[config.mk]
export PLATFORM = sky130hd
export DESIGN_NAME = bcd_add_controller
export DESIGN_NICKNAME = d
export VERILOG_FILES = /design/src/rtl/bcd_add_defs.sv /design/src/rtl/bcd_req_ack_hs.sv /design/src/rtl/bcd_add_controller.sv
export SDC_FILE = /design/constraint.sdc
export NUM_CORES = 1
export LEC_CHECK = 0
export CORE_ASPECT_RATIO = 0.8
export CORE_MARGIN = 3
export CORE_UTILIZATION = 53
export CTS_BUF_LIST = sky130_fd_sc_hd__clkbuf_4 sky130_fd_sc_hd__clkbuf_8
export CTS_CLUSTER_DIAMETER = 120
export DETAILED_ROUTE_END_ITERATION = 8
export HOLD_SLACK_MARGIN = 0.05
export PLACE_DENSITY = 0.81
export SLEW_MARGIN = 0
export SYNTH_ARGS = -nofsm -noshare
export SYNTH_HDL_FRONTEND = slang
export SYNTH_SLANG_ARGS = --single-unit
[constraint.sdc]
create_clock -name CLK -period 2.45 [get_ports CLK]
set_clock_uncertainty 0.2 [all_clocks]
set_input_delay 0.49 -clock CLK [delete_from_list [all_inputs] [get_ports CLK]]
set_output_delay 0.49 -clock CLK [all_outputs]
set_load 0.005 [all_outputs]
[src/rtl/bcd_add_defs.sv]
// rtl/bcd_add_defs.sv - shared state, phase and op codes for the BCD adder sequencer
// Contents:
//   main_state_e : top-level sequencer states
//   hs_state_e   : four-phase handshake engine states
//   op_e         : datapath operation index, selects which req/ack pair is active
//   PH_*         : user-visible phase codes driven on the phase output
package bcd_add_defs;

    typedef enum logic [3:0] {
        S_IDLE,
        S_HS_LOAD_A,
        S_HS_DISP_A,
        S_WAIT_A,
        S_HS_LOAD_B,
        S_HS_DISP_B,
        S_WAIT_B,
        S_HS_LS,
        S_WAIT_LS,
        S_HS_MS,
        S_WAIT_MS
    } main_state_e;

    typedef enum logic [1:0] {
        H_IDLE,
        H_PRE,
        H_REQ,
        H_REL
    } hs_state_e;

    typedef enum logic [2:0] {
        OP_LOAD_A  = 3'd0,
        OP_LOAD_B  = 3'd1,
        OP_DISP_A  = 3'd2,
        OP_DISP_B  = 3'd3,
        OP_DISP_LS = 3'd4,
        OP_DISP_MS = 3'd5
    } op_e;

    localparam logic [2:0] PH_IDLE = 3'd0;
    localparam logic [2:0] PH_A    = 3'd1;
    localparam logic [2:0] PH_B    = 3'd2;
    localparam logic [2:0] PH_LS   = 3'd3;
    localparam logic [2:0] PH_MS   = 3'd4;

endpackage

[src/rtl/bcd_req_ack_hs.sv]
// rtl/bcd_req_ack_hs.sv - single-op four-phase req/ack handshake engine
// Optional feature macro: ACK_TIMEOUT_EN (per-state timeout, abort pulse).
// Ports:
//   i_clk, i_rst : clock, asynchronous active-high reset
//   i_start      : begin a handshake (accepted in H_IDLE or on the finishing cycle of H_REL)
//   i_ack        : acknowledge of the currently selected op
//   o_req        : registered request
//   o_busy       : registered, high in H_PRE/H_REQ/H_REL
//   o_done       : high in the cycle the handshake completes (H_REL sees ack low)
//   o_abort      : high in the cycle a timeout fires (always 0 without ACK_TIMEOUT_EN)
module bcd_req_ack_hs
    import bcd_add_defs::*;
#(
    parameter int TIMEOUT_CYCLES = 255,
    parameter int TO_W           = 8
) (
    input  logic i_clk,
    input  logic i_rst,
    input  logic i_start,
    input  logic i_ack,
    output logic o_req,
    output logic o_busy,
    output logic o_done,
    output logic o_abort
);

    if ((TIMEOUT_CYCLES < 1) || (TO_W < 1) || (TIMEOUT_CYCLES >= (1 << TO_W))) begin : g_bad_cfg
        $error("bcd_req_ack_hs: TO_W too narrow for TIMEOUT_CYCLES");
    end

    hs_state_e r_state;
    hs_state_e w_state_next;
    logic      w_timeout;

`ifdef ACK_TIMEOUT_EN
    localparam logic [TO_W-1:0] TO_LAST = TO_W'(TIMEOUT_CYCLES - 1);

    logic [TO_W-1:0] r_cnt;

    // The entry edge loads 0, so the counter reaches TIMEOUT_CYCLES on the
    // edge where r_cnt is TO_LAST; that edge already drops req.
    assign w_timeout = (r_state != H_IDLE) && (r_cnt == TO_LAST);

    always_ff @(posedge i_clk or posedge i_rst) begin
        if (i_rst) begin
            r_cnt <= '0;
        end else if (w_state_next != r_state) begin
            r_cnt <= '0;
        end else if (r_state != H_IDLE) begin
            r_cnt <= r_cnt + 1'b1;
        end
    end
`else
    assign w_timeout = 1'b0;
`endif

    assign o_abort = w_timeout;
    assign o_done  = (r_state == H_REL) && !i_ack && !w_timeout;

    always_comb begin
        w_state_next = r_state;
        if (w_timeout) begin
            w_state_next = H_IDLE;
        end else begin
            case (r_state)
                H_IDLE:  if (i_start) w_state_next = H_PRE;
                H_PRE:   if (!i_ack) w_state_next = H_REQ;
                H_REQ:   if (i_ack) w_state_next = H_REL;
                // Back-to-back ops chain straight into H_PRE of the next op.
                H_REL:   if (!i_ack) w_state_next = i_start ? H_PRE : H_IDLE;
                default: w_state_next = H_IDLE;
            endcase
        end
    end

    always_ff @(posedge i_clk or posedge i_rst) begin
        if (i_rst) begin
            r_state <= H_IDLE;
            o_req   <= 1'b0;
            o_busy  <= 1'b0;
        end else begin
            r_state <= w_state_next;
            o_req   <= (w_state_next == H_REQ);
            o_busy  <= (w_state_next != H_IDLE);
        end
    end

endmodule

[src/rtl/bcd_add_controller.sv]
// rtl/bcd_add_controller.sv - enter-driven sequencer for the BCD adder datapath
// Optional feature macro: ACK_TIMEOUT_EN (handshake timeout, sticky error).
// Ports:
//   CLK, RST          : clock, asynchronous active-high reset
//   enter             : debounced single-cycle user pulse
//   *_ack             : datapath acknowledges, one per operation
//   load_a .. display_ms : datapath requests, at most one high
//   phase             : 0 idle, 1 A, 2 B, 3 LS, 4 MS
//   busy              : a handshake is in progress
//   error             : sticky timeout abort flag
module bcd_add_controller
    import bcd_add_defs::*;
#(
    parameter int TIMEOUT_CYCLES = 255,
    parameter int TO_W           = 8
) (
    input  logic       CLK,
    input  logic       RST,
    input  logic       enter,
    input  logic       load_a_ack,
    input  logic       load_b_ack,
    input  logic       display_a_ack,
    input  logic       display_b_ack,
    input  logic       display_ls_ack,
    input  logic       display_ms_ack,
    output logic       load_a,
    output logic       load_b,
    output logic       display_a,
    output logic       display_b,
    output logic       display_ls,
    output logic       display_ms,
    output logic [2:0] phase,
    output logic       busy,
    output logic       error
);

    main_state_e r_state;
    op_e         r_op;
    op_e         w_op_next;
    logic [2:0]  r_phase;
    logic        w_start;
    logic        w_req;
    logic        w_ack;
    logic        w_busy;
    logic        w_done;
    logic        w_abort;

    bcd_req_ack_hs #(
        .TIMEOUT_CYCLES (TIMEOUT_CYCLES),
        .TO_W           (TO_W)
    ) u_hs (
        .i_clk   (CLK),
        .i_rst   (RST),
        .i_start (w_start),
        .i_ack   (w_ack),
        .o_req   (w_req),
        .o_busy  (w_busy),
        .o_done  (w_done),
        .o_abort (w_abort)
    );

    // Only the selected op's ack reaches the engine; acks on other lines are ignored.
    always_comb begin
        case (r_op)
            OP_LOAD_A:  w_ack = load_a_ack;
            OP_LOAD_B:  w_ack = load_b_ack;
            OP_DISP_A:  w_ack = display_a_ack;
            OP_DISP_B:  w_ack = display_b_ack;
            OP_DISP_LS: w_ack = display_ls_ack;
            OP_DISP_MS: w_ack = display_ms_ack;
            default:    w_ack = 1'b0;
        endcase
    end

    // Requests are the engine's registered req steered by the registered op index.
    assign load_a     = w_req && (r_op == OP_LOAD_A);
    assign load_b     = w_req && (r_op == OP_LOAD_B);
    assign display_a  = w_req && (r_op == OP_DISP_A);
    assign display_b  = w_req && (r_op == OP_DISP_B);
    assign display_ls = w_req && (r_op == OP_DISP_LS);
    assign display_ms = w_req && (r_op == OP_DISP_MS);
    assign busy       = w_busy;
    assign phase      = r_phase;

    // Start is decided in the same cycle so the op index, phase and engine
    // H_PRE entry all land on one edge.  Enter is only looked at in wait
    // states, where the engine is idle, so pulses while busy are dropped.
    always_comb begin
        w_start   = 1'b0;
        w_op_next = r_op;
        if (!w_abort) begin
            case (r_state)
                S_IDLE, S_WAIT_MS: if (enter) begin w_start = 1'b1; w_op_next = OP_LOAD_A;  end
                S_WAIT_A:          if (enter) begin w_start = 1'b1; w_op_next = OP_LOAD_B;  end
                S_WAIT_B:          if (enter) begin w_start = 1'b1; w_op_next = OP_DISP_LS; end
                S_WAIT_LS:         if (enter) begin w_start = 1'b1; w_op_next = OP_DISP_MS; end
                S_HS_LOAD_A:       if (w_done) begin w_start = 1'b1; w_op_next = OP_DISP_A; end
                S_HS_LOAD_B:       if (w_done) begin w_start = 1'b1; w_op_next = OP_DISP_B; end
                default: ;
            endcase
        end
    end

    always_ff @(posedge CLK or posedge RST) begin
        if (RST) begin
            r_state <= S_IDLE;
            r_op    <= OP_LOAD_A;
            r_phase <= PH_IDLE;
        end else begin
            r_op <= w_op_next;
            if (w_abort) begin
                r_state <= S_IDLE;
                r_phase <= PH_IDLE;
            end else begin
                case (r_state)
                    S_IDLE, S_WAIT_MS: if (enter) begin r_state <= S_HS_LOAD_A; r_phase <= PH_A; end
                    S_HS_LOAD_A:       if (w_done) r_state <= S_HS_DISP_A;
                    S_HS_DISP_A:       if (w_done) r_state <= S_WAIT_A;
                    S_WAIT_A:          if (enter) begin r_state <= S_HS_LOAD_B; r_phase <= PH_B; end
                    S_HS_LOAD_B:       if (w_done) r_state <= S_HS_DISP_B;
                    S_HS_DISP_B:       if (w_done) r_state <= S_WAIT_B;
                    S_WAIT_B:          if (enter) begin r_state <= S_HS_LS; r_phase <= PH_LS; end
                    S_HS_LS:           if (w_done) r_state <= S_WAIT_LS;
                    S_WAIT_LS:         if (enter) begin r_state <= S_HS_MS; r_phase <= PH_MS; end
                    S_HS_MS:           if (w_done) r_state <= S_WAIT_MS;
                    default: begin
                        r_state <= S_IDLE;
                        r_phase <= PH_IDLE;
                    end
                endcase
            end
        end
    end

`ifdef ACK_TIMEOUT_EN
    logic r_error;

    always_ff @(posedge CLK or posedge RST) begin
        if (RST) begin
            r_error <= 1'b0;
        end else if (w_abort) begin
            r_error <= 1'b1;
        end
    end

    assign error = r_error;
`else
    assign error = 1'b0;
`endif

endmodule

* Word-level counts from Yosys, hierarchy flattened *
Cells that the tools add are included.

word-level totals
  register bits = 14
  input port bits = 9
  output and inout bits = 11
  word-level logic and storage cells = 87

operators by class
  eq/ne operators = 29
  muxes and demuxes = 31
  bitwise gates (word level) = 1
  reduce and logical (&&, ||, !) cells = 20

operators by type and width
  kind                number
  $mux 4              10
  $pmux 4 s10         1
  $mux 3              8
  $pmux 3 s6          1
  $eq 4x3->1 const B  4
  $pmux 3 s5          1
  $eq 4x4->1 const B  3
  $ne 2x1->1 const B  6
  $reduce_and 10->1   1
  $eq 4x2->1 const B  2
  $mux 2              4
  $ne 2x2->1 const B  4
  $pmux 2 s4          1
  $logic_and 1x1->1   7
  $reduce_and 7->1    1
  $eq 2x2->1 const B  3
  $eq 3x2->1 const B  2
  $eq 3x3->1 const B  2
  $pmux 1 s6          1
  $reduce_bool 6->1   1
  $reduce_or 6->1     1
  $reduce_and 5->1    1
  $reduce_or 5->1     1
  $eq 4x1->1 const B  1
  11 further kinds    14

* Depth between registers and ports, before layout *
Gate-level depths: netlist of the first run.

  depth after elaboration = 10
  gate-level depth with buffers = 6
  gate-level depth less buffers = 5

* Hierarchy *
Synthesis of the first run repeated with hierarchy kept, for this count alone.

second synthesis, totals
  cell total of the unflattened synthesis = 112
  area, all modules = 989.7 um2

by module, submodules not included
  module              times used  cells each  area each (um2)  sequential area each (um2)
  bcd_add_controller  1           95          800.8            250.2
  bcd_req_ack_hs      1           17          188.9            100.1

* Worst setup path before layout of the first run *
No wires, ideal clock.

  path type = register to register
  start = register r_state[1]
  end = register r_op[0]
  data arrival time = 1.614 ns
  required time = 2.122 ns
  path slack = 0.509 ns
  stages on the path, launching flop included = 7
  path through = dfrtp_1 -> buf_2 -> inv_1 -> o21ai_0 -> a21o_1 -> o41ai_4 -> mux2_1

on the way
  longest elaborated chain between the ends = 4
  elaborated cells between the ends (all ways) = 17
  classes of those cells = eq/ne (12); mux (1); reduce/logical (4)

RTL lines
  what                                                                     line                       RTL
  from (decl)                                                              bcd_add_controller.sv:37   main_state_e r_state;
  from (signal assigned)                                                   bcd_add_controller.sv:106  r_state <= S_IDLE;
  from (signal assigned)                                                   bcd_add_controller.sv:112  r_state <= S_IDLE;
  from (signal assigned)                                                   bcd_add_controller.sv:116  S_IDLE, S_WAIT_MS: if (enter) begin r_state <= S_HS_LOAD_A; r_phase <= PH_A; end
  $eq 4x4->1 / $logic_not 4->1 (equally long branches)                     bcd_add_controller.sv:92   case (r_state)
  $reduce_or 2->1                                                          bcd_add_controller.sv:92
  $reduce_bool 6->1 (no source line) / $ne 2x2->1 (equally long branches)  n/a
  $reduce_and 7->1 (no source line)                                        n/a
  to (signal assigned)                                                     bcd_add_controller.sv:110  r_op <= w_op_next;
  to (decl)                                                                bcd_add_controller.sv:38   op_e r_op;

Several ways; a longest one is shown, not always the timed one.
A chain may end at the register's enable or synchronous reset.

* Final worst setup path of the first run *
  start = register r_op[2]
  end = output port load_b

on the way
  longest elaborated chain between the ends = 2

RTL lines
  what               line                      RTL
  $eq 3x1->1         bcd_add_controller.sv:77  assign load_b = w_req && (r_op == OP_LOAD_B);
  $logic_and 1x1->1  bcd_add_controller.sv:77
  to (decl)          bcd_add_controller.sv:27  output logic load_b,

Every way passes these cells.

==> impl_metrics.toml, run 1 <==
[status]
status = "completed"

[clock_tree]
ctsLongestPathBuffers = 2
clkSinkCount = 14
numCtsBuffers = 3
cts_max_level = 1
cts_tree = "done"
path_clk_slew_ns = 0.08
insertion_delay_ns = 0.28
clockRootBuffer = "clkbuf_4"
ctsHoldBuffers = 0
post_cts_buffers = 0
cts-resized-gates = 0

[pwr]
leakage_nw = 0.539
p_per_area_nw_per_um2 = 1230
p_total_mw = 1.57
peakVddDrop_uv = 697

[grt]
grt_pass1_vias = 922
overflow = 0
antenna_found_initial = 0
grt_max_degree = 17
grt_first_pass_wirelength_mm = 4.49
grt_usage_pct = 22.9

[worst_hold_path]
holdPathStages = 1
hold_class = "reg2reg"

[synth]
synth_largest_area_cell = "dfrtp_1"
ys_warn_count = 0
synthArstFlopShare_pct = 100
synth-adder-area-share_pct = 0
synth_ff_type = "dfrtp_1"
netlist_area_um2 = 1050
synth_top_area_share_pct = 33.4
yosys_register_bits = 14
syn_nets = 137
synth.top_cells.by_area = "dfrtp_1, nor2_1, a21oi_1"
yosysUniqueCellTypes = 47
ys_seq_area_share_pct = 33.4
yosys.area_share.simple_pct = 23.7
muxShareOfSynthArea_pct = 7.04
synth_common_cells = "nor2_1, dfrtp_1, nand2_1"
yosysMostFrequentCell = "nor2_1"
synth_top_family_by_area = "compound AO/OA/AOI/OAI gates"
syn_inst = 128
yosys.area_share.xor_xnor_pct = 2.51
synth.avg_cell_area_um2 = 8.19
synth_enable_flop_cells = 0
synth-compound-area-share_pct = 26.0

[timing]
fin_crit_ns = 2.37
max_slew_margin_pct = 62.5
fmax_ghz = 0.423
tightest_slew_ns = 0.562
setup_viol = 0
hold_viol_final = 0
rsz0062_at_grt = "no"
period_share_pct = 96.5
timing.hold.ws_ns = 0.314
setup_tns_ns = 0
slew_viol_final = 0
setup_slack_ns = 0.0848

[routing]
first_iter_violations = 43
routed_via_density = 6.07
ant_nets = 0
route.final.wire_length_mm = 2.57
post_drt_wl_per_cell_um = 15.5
drc = 0
vias = 1008
drt-pass1-iter-count = 4

[die]
dieArea_um2 = 2550
initial_core_util_pct = 60.2
pin_count = 20
die_w_um = 55.7
core_area_um2 = 1740
dieHeight_um = 45.8
row_count = 13

[place]
port_buffers = 18
dpl_cell_area_um2 = 1250
finalWeightedCongestion = 0.834
dp_hpwl_mm = 1.98
placed_cells = 163
pre_cts_ws_ns = -0.0619

[layout]
antennaDiodeCount = 0
drive_gt1_share_pct = 11.8
utilization_pct = 73.4
final_cells = 166
final_net_count = 155
syn_to_final_growth_pct = 21.8
design_area_um2 = 1280
fill_cells = 134

[critical_path]
arrival_ns = 1.68
worstSetupPathType = "reg2out"
r2r_cells = 5
cp-end-kind = "primary output"
crit_required_ns = 1.76
start_kind = "register"
cp_max_fo = 4

[job]
cap_violations = 0
-- area by class of cell --
type | instances | area [um^2] | share of cell area, %
tap | 22 | 27.5 | 2.15
timing repair buffer | 25 | 233 | 18.2
inverter | 5 | 18.8 | 1.47
multi-input combinational | 97 | 626 | 49.0
sequential | 14 | 350 | 27.4
clock buffer | 3 | 22.5 | 1.76
-- placed cells by master, fill, tap and decap left out, drive strengths merged, types with 2 or more instances in the layout --
cell type      count
a21o               2
a21oi              9
a31oi              3
buf                7
clkbuf             3
clkdlybuf4s50     18
dfrtp             14
inv                5
mux2               3
mux2i              4
nand2             11
nand2b             5
nand3              3
nand3b             2
nor2              16
nor3               2
o21a               2
o21ai              8
o22ai              4
or2                2
xnor2              2
-- critical path, stage by stage (launching register included) --
cell	delay, ns
dfrtp_1	0.41
or2_2	0.34
nor2_1	0.11
clkdlybuf4s50_1	0.52
-- routing by layer --
| layer | global-route usage, % | vias to the layer above | part of all wire, % |
|---|---|---|---|
| li1 | - | 486 | - |
| met1 | 32.7 | 470 | 47 |
| met2 | 34.4 | 48 | 44 |
| met3 | 6.52 | 4 | 7.2 |
| met4 | 5.83 | 0 | 1.7 |
| met5 | 0 | - | 0 |
-- where the power goes --
group / internal, mW / total (mW) / switching, mW
registers: 0.333 / 0.452 / 0.120
logic: 0.466 / 0.992 / 0.526
clock network: 0.0570 / 0.128 / 0.0711
-- flip-flops by register name, indices dropped and copies added, names as in the netlist --
name	count
u_hs.o_busy	1
u_hs.o_req	1
r_state	4
r_op	3
phase	3
u_hs.r_state	2
-- path summary, 6_finish.rpt --
check | startpoint | endpoint | slack, ns
max | r_op[2] | load_b | 0.08
max reg2reg | r_state[0] | r_op[2] | 0.37
min in group asynchronous | RST | phase[1] | 0.36
max in group asynchronous | RST | r_state[2] | 1.33
min reg2reg | r_state[3] | r_state[2] | 0.31
min | r_state[3] | r_state[2] | 0.31
-- kinds of logic after synthesis --
family          count (synthesis)
simple gates                   48
buf+inv                        17
flops                          14
xor+xnor                        3
mux                             7
other cells                     1
compound gates                 38
No activity file was read; power rests on OpenSTA's default activity.
==> inputs of run 2 (changes only) <==
--- a/config.mk
+++ b/config.mk
@@ -5,11 +5,13 @@
 export SDC_FILE = /design/constraint.sdc
 export NUM_CORES = 1
 export LEC_CHECK = 0
+export ABC_CLOCK_PERIOD_IN_PS = 2450
 export CORE_ASPECT_RATIO = 0.8
 export CORE_MARGIN = 3
 export CORE_UTILIZATION = 53
 export CTS_BUF_LIST = sky130_fd_sc_hd__clkbuf_4 sky130_fd_sc_hd__clkbuf_8
 export CTS_CLUSTER_DIAMETER = 120
+export CTS_CLUSTER_SIZE = 20
 export DETAILED_ROUTE_END_ITERATION = 8
 export HOLD_SLACK_MARGIN = 0.05
 export PLACE_DENSITY = 0.81
==> results of run 2 <==
Final layout, timing and power as in run 1 (identical DEF).
